<file path="src/rtl/bpm_link_pkg.sv">
// Shared definitions for both ends of the BPM Aurora link.
// Contents: header magic, word indices within a packet, status codes for the
// transmit and receive directions, bit offsets of the fields inside a 112-bit
// BPM reading, and a helper that builds any packet word from a reading.
package bpm_link_pkg;

    localparam logic [15:0] HEADER_MAGIC = 16'hA5BE;

    // Word positions within a 4-word packet
    localparam logic [1:0] W_HEADER = 2'd0;
    localparam logic [1:0] W_X      = 2'd1;
    localparam logic [1:0] W_Y      = 2'd2;
    localparam logic [1:0] W_S      = 2'd3;

    // Field offsets within the 112-bit reading
    localparam int HDR_LSB    = 96;
    localparam int X_LSB      = 64;
    localparam int Y_LSB      = 32;
    localparam int S_LSB      = 0;
    localparam int S_ZERO_BIT = 30;  // always sent as 0 in the S word

    typedef enum logic [1:0] {
        TX_SENT    = 2'd0,
        TX_OVERRUN = 2'd1,
        TX_ABORTED = 2'd2
    } tx_status_e;

    typedef enum logic [1:0] {
        RX_OK         = 2'd0,
        RX_BAD_HEADER = 2'd1,
        RX_BAD_LENGTH = 2'd2,
        RX_BAD_CRC    = 2'd3
    } rx_status_e;

    function automatic logic [31:0] bpm_word(input logic [15:0]  magic,
                                             input logic [1:0]   idx,
                                             input logic [111:0] d);
        logic [31:0] w;
        case (idx)
            W_HEADER: w = {magic, d[HDR_LSB +: 16]};
            W_X:      w = d[X_LSB +: 32];
            W_Y:      w = d[Y_LSB +: 32];
            default: begin
                w = d[S_LSB +: 32];
                w[S_ZERO_BIT] = 1'b0;
            end
        endcase
        return w;
    endfunction

endpackage

</file>
<file path="src/rtl/write_bpm_link.sv">
// Transmit side of the BPM Aurora link.
// Serialises each accepted 112-bit reading into a 4-word AXI-Stream packet
// (header, X, Y, S; TLAST on S). One reading can wait in a pending slot while
// another is on the wire; a third is dropped and reported as an overrun.
// Ports:
//   clk, rst                 Aurora TX user clock, async active-high reset
//   channelUp                link up; dropping it mid-packet aborts the packet
//   inhibit                  masks inputStrobe entirely
//   inputStrobe, inputData   single-cycle reading strobe and payload
//   TDATA/TVALID/TREADY/TLAST  AXI-Stream to the Aurora TX user interface
//   statusStrobe, statusCode one-cycle event pulse: SENT / OVERRUN / ABORTED
//   packetCount, overrunCount  wrapping event counters
module write_bpm_link
    import bpm_link_pkg::*;
#(
    parameter logic [15:0] HEADER_MAGIC = bpm_link_pkg::HEADER_MAGIC,
    parameter string       dbg          = "false"
) (
    input  logic         clk,
    input  logic         rst,
    input  logic         channelUp,
    input  logic         inhibit,
    input  logic         inputStrobe,
    input  logic [111:0] inputData,
    (* mark_debug = dbg *) output logic [31:0] TDATA,
    (* mark_debug = dbg *) output logic        TVALID,
    (* mark_debug = dbg *) input  logic        TREADY,
    (* mark_debug = dbg *) output logic        TLAST,
    (* mark_debug = dbg *) output logic        statusStrobe,
    (* mark_debug = dbg *) output logic [1:0]  statusCode,
    (* mark_debug = dbg *) output logic [15:0] packetCount,
    (* mark_debug = dbg *) output logic [15:0] overrunCount
);

    typedef enum logic [2:0] {
        S_IDLE   = 3'd0,
        S_HEADER = 3'd1,
        S_X      = 3'd2,
        S_Y      = 3'd3,
        S_S      = 3'd4
    } state_e;

    (* mark_debug = dbg *) state_e       state;
    (* mark_debug = dbg *) logic [111:0] active;
    (* mark_debug = dbg *) logic [111:0] pending;
    (* mark_debug = dbg *) logic         pend_vld;

    logic         accept;
    logic         hs;
    logic         s_done;     // S word handshaken this cycle
    logic         load_new;   // a reading starts its header next cycle
    logic [111:0] load_src;
    state_e       adv_state;  // state after a non-final handshake
    logic [1:0]   adv_idx;

    assign accept = inputStrobe && !inhibit && channelUp;
    assign hs     = TVALID && TREADY;
    assign s_done = (state == S_S) && hs;

    always_comb begin
        load_src = inputData;
        load_new = 1'b0;
        if (state == S_IDLE) begin
            load_new = accept;
        end else if (s_done) begin
            // The queued reading is older, so it goes first
            load_new = pend_vld || accept;
            load_src = pend_vld ? pending : inputData;
        end
    end

    always_comb begin
        adv_state = S_IDLE;
        adv_idx   = W_HEADER;
        case (state)
            S_HEADER: begin adv_state = S_X; adv_idx = W_X; end
            S_X:      begin adv_state = S_Y; adv_idx = W_Y; end
            S_Y:      begin adv_state = S_S; adv_idx = W_S; end
            default:  begin adv_state = S_IDLE; adv_idx = W_HEADER; end
        endcase
    end

    always_ff @(posedge clk or posedge rst) begin
        if (rst) begin
            state        <= S_IDLE;
            active       <= '0;
            pending      <= '0;
            pend_vld     <= 1'b0;
            TDATA        <= '0;
            TVALID       <= 1'b0;
            TLAST        <= 1'b0;
            statusStrobe <= 1'b0;
            statusCode   <= TX_SENT;
            packetCount  <= '0;
            overrunCount <= '0;
        end else begin
            statusStrobe <= 1'b0;
            if (state != S_IDLE && !channelUp) begin
                // Link lost: drop everything; an accept is impossible here
                state        <= S_IDLE;
                TVALID       <= 1'b0;
                TLAST        <= 1'b0;
                pend_vld     <= 1'b0;
                statusStrobe <= 1'b1;
                statusCode   <= TX_ABORTED;
            end else begin
                // Strobe while busy and not finishing: queue or drop
                if (accept && state != S_IDLE && !s_done) begin
                    if (!pend_vld) begin
                        pending  <= inputData;
                        pend_vld <= 1'b1;
                    end else begin
                        overrunCount <= overrunCount + 16'd1;
                        statusStrobe <= 1'b1;
                        statusCode   <= TX_OVERRUN;
                    end
                end

                if (s_done) begin
                    statusStrobe <= 1'b1;
                    statusCode   <= TX_SENT;
                    packetCount  <= packetCount + 16'd1;
                    // pending moves to active; a same-cycle strobe refills it
                    if (pend_vld && accept) pending <= inputData;
                    pend_vld <= pend_vld && accept;
                end

                if (load_new) begin
                    active <= load_src;
                    state  <= S_HEADER;
                    TVALID <= 1'b1;
                    TLAST  <= 1'b0;
                    TDATA  <= bpm_word(HEADER_MAGIC, W_HEADER, load_src);
                end else if (s_done) begin
                    state  <= S_IDLE;
                    TVALID <= 1'b0;
                    TLAST  <= 1'b0;
                end else if (hs) begin
                    state <= adv_state;
                    TDATA <= bpm_word(HEADER_MAGIC, adv_idx, active);
                    TLAST <= (adv_idx == W_S);
                end
            end
        end
    end

endmodule
</file>
<file path="config.mk">
export PLATFORM = sky130hd
export DESIGN_NAME = write_bpm_link
export DESIGN_NICKNAME = d
export VERILOG_FILES = /design/src/rtl/bpm_link_pkg.sv /design/src/rtl/write_bpm_link.sv
export SDC_FILE = /design/constraint.sdc
export NUM_CORES = 1
export LEC_CHECK = 0
export CORE_ASPECT_RATIO = 1.2
export CORE_MARGIN = 2
export CORE_UTILIZATION = 30
export DETAILED_ROUTE_END_ITERATION = 16
export GPL_TIMING_DRIVEN = 0
export MAX_ROUTING_LAYER = met4
export SLEW_MARGIN = 20
export SYNTH_ARGS = -nofsm -noshare
export SYNTH_HDL_FRONTEND = slang
export SYNTH_SLANG_ARGS = --single-unit
</file>
<file path="constraint.sdc">
create_clock -name clk -period 11.9 [get_ports clk]
set_input_delay 2.38 -clock clk [delete_from_list [all_inputs] [get_ports clk]]
set_output_delay 2.38 -clock clk [all_outputs]
set_load 0.01 [all_outputs]
</file>
==> results.toml <==
[placed_design]
place_hpwl_um = 30600
gp_congestion = 0.856
io_buffers = 185
dpl_cell_area_um2 = 16500
dp_cells = 2085

[setup_path]
critical_path_required_ns = 12.34
endpoint_kind = "flop"
critPathLaunchType = "input port"
r2r_cells = 8
arrival_ns = 4.77
criticalPathCategory = "in2reg"
r2r_start = "state[0]"
rrSetupSlack_ns = 9.45
cp_max_fo = 10
worstReg2RegEnd = "active[0]"

[layout]
num-nets-final = 1622
fin_area_um2 = 17600
syn_to_final_growth_pct = 26.8
fillers = 4467
drive_above_1_share_pct = 15.6
regArea_um2 = 7380
final-instance-count-excl-fill = 2149
multiInputGateArea_um2 = 5880

[synth]
synthArstFlopShare_pct = 100
syn_inst = 1282
ys_ff_latch = 295
synth_enable_flop_cells = 0
synth_nets = 1402
synthesis.area_um2 = 13800
synth_cell_type_count = 56
synth_area_per_cell_um2 = 10.8
ys_seq_area_share_pct = 53.3
synth_ff_type = "dfrtp_1"
yosys_warnings = 0

[sta]
finalMaxSlewViolations = 0
slew_headroom_pct = 30.8
post-route-min-period_ns = 4.33
setup_violations = 0
period_share_pct = 36.4
clock_skew_ns = 0.0122
fmax_mhz = 231
rsz0062_at_grt = "no"
worst_slew_pin_slew_ns = 1.03
hold_viol_final = 0

[floorplan]
die_area_um2 = 47900
rows = 86
start_util_pct = 30.3
io_pins = 187
die_x_um = 200
core_region_area_um2 = 45700
die_h_um = 239

[clocking]
cts_resized = 0
clkLatencyLatePin_ns = 0.57
clk_pin_slew_ns = 0.06
postCtsSetupRepairBufs = 0
cts.sinks = 295
ctsRootBufferMaster = "clkbuf_16"
cts_tree = "built"
ctsHoldBuffers = 0
clock_path_buffers = 3
cts_max_level = 1
cts_buffers = 31

[pwr]
cellLeakagePower_nw = 7.40
irDropWorstVdd_mv = 0.102
power_density_nw_per_um2 = 202

[global_routing]
grt_first_pass_wirelength_um = 64300
grt_pass1_vias = 10900
grt_max_degree = 103
antenna_found_initial = 8
gr-total-overflow = 0
grt_use_total_pct = 18.0

[min_path]
holdPathStages = 1
hold_end = "packetCount[15]"
min_path_type = "reg2reg"
min-delay-start = "packetCount[15]"

[routing]
first_pass_iters = 5
drt-initial-drc-count = 720
ant_nets = 0
drc = 0
drt-wirelength-per-cell_um = 19.4
via_count = 10500
routed_via_density = 4.90
routed_wl_um = 41700

[outcome]
status = "finished, final reports clean"

[flow_run]
cap_violations = 0
-- critical path, cell delays in order --
cell and delay [ns]:
clkdlybuf4s50_1 0.45, nand3b_1 0.38, a221oi_2 0.69, buf_2 0.43, buf_2 0.30, a31oi_1 0.13
-- area by class of cell --
cell class	instances	share of cell area (%)
Timing Repair Buffer	187	10.9
Inverter	4	0.128
Clock buffer	49	5.37
Multi-Input combinational cell	886	33.5
Clock inverter	6	0.371
Sequential cell	295	42.0
Buffer	97	3.24
Antenna cell	9	0.128
Tap cell	616	4.39
-- through the flow --
step | util [%] | setup TNS (ns) | setup slack [ns] | power, W | hold slack [ns]
global placement | 36.0 | -763.00 | -2.62 | 0.00256 | 0.458
finish | 38.4 | 0 | 7.57 | 0.00355 | 0.470
floorplan | - | 0 | 1.37 | 0.00220 | 0.480
CTS | 38.3 | 0 | 7.59 | 0.00357 | 0.469
detailed placement | 36.1 | 0 | 7.00 | 0.00259 | 0.457
global route | 38.4 | 0 | 7.43 | 0.00374 | 0.490
-- cells in the final DEF (no fill, tap or decap), types with 17 or more instances in the layout --
master and n:
nand2_1 255, nor2_1 129, clkbuf_1 40, buf_2 41
nor3_1 29, clkbuf_16 31, nand3_1 17, nand2b_1 19
clkdlybuf4s50_1 185, mux2_2 29, a2bb2oi_1 17, mux2i_1 26
dfrtp_1 295, a31oi_1 111, mux2_4 90, a21oi_1 17
-- kinds of logic after synthesis --
logic type	Yosys count	synth area share, %
multiplexers	145	14.0
buffers and inverters	101	4.22
XOR/XNOR	30	1.90
flip-flops	295	53.3
AND/OR/NAND/NOR	487	15.1
AO/OA/AOI/OAI	222	11.3
adder cells (fa/ha/maj)	2	0.181
-- cell usage after synthesis (6+ instances only) --
cell type | count | area [um2]
buf_8 | 10 | 150
o2111ai_1 | 16 | 140
mux2i_1 | 26 | 260
o21ai_0 | 6 | 30.0
mux2_4 | 90 | 1350
and3_1 | 6 | 37.5
buf_2 | 41 | 205
a2bb2oi_1 | 17 | 149
dfrtp_1 | 295 | 7380
nand4_1 | 7 | 43.8
clkbuf_1 | 32 | 120
nand2b_1 | 19 | 119
buf_4 | 7 | 52.6
mux2_2 | 29 | 327
nor2_1 | 129 | 484
nor3_1 | 29 | 145
a31oi_1 | 111 | 694
xor2_1 | 14 | 123
o22a_1 | 10 | 87.6
nand2_1 | 255 | 957
nand3_1 | 17 | 85.1
xnor2_1 | 16 | 140
a21oi_1 | 17 | 85.1
a41oi_1 | 16 | 140
-- metal layers --
layer / GRT usage [%] / wire length (um)
met2: 29.5 / 20500
met4: 5.75 / 1010
met3: 3.58 / 2680
met1: 22.2 / 17500
met5: - / 0
-- power by group --
group | internal [W] | switching [W]
clock | 0.000561 | 0.000410
sequential | 0.00136 | 0.000219
combinational | 0.000557 | 0.000441
total | 0.00248 | 0.00107
-- flip-flops by register name, summed over array words and instances, names as in the netlist --
name / flops
active: 111
pending: 111
TDATA: 32
overrunCount: 16
packetCount: 16
state: 3
statusCode: 2
TLAST: 1
TVALID: 1
pend_vld: 1
statusStrobe: 1
-- worst max-delay path by stage --
| stage | slack [ns] | start | to |
|---|---|---|---|
| floorplan | 1.37 | rst | TDATA[0] |
| global placement | -2.62 | rst | pending[35] |
| detailed placement | 7.00 | inhibit | active[29] |
| CTS | 7.59 | inhibit | active[26] |
| global route | 7.43 | TREADY | active[67] |
| finish | 7.57 | inhibit | active[0] |
No activity file was read; power rests on OpenSTA's default activity.
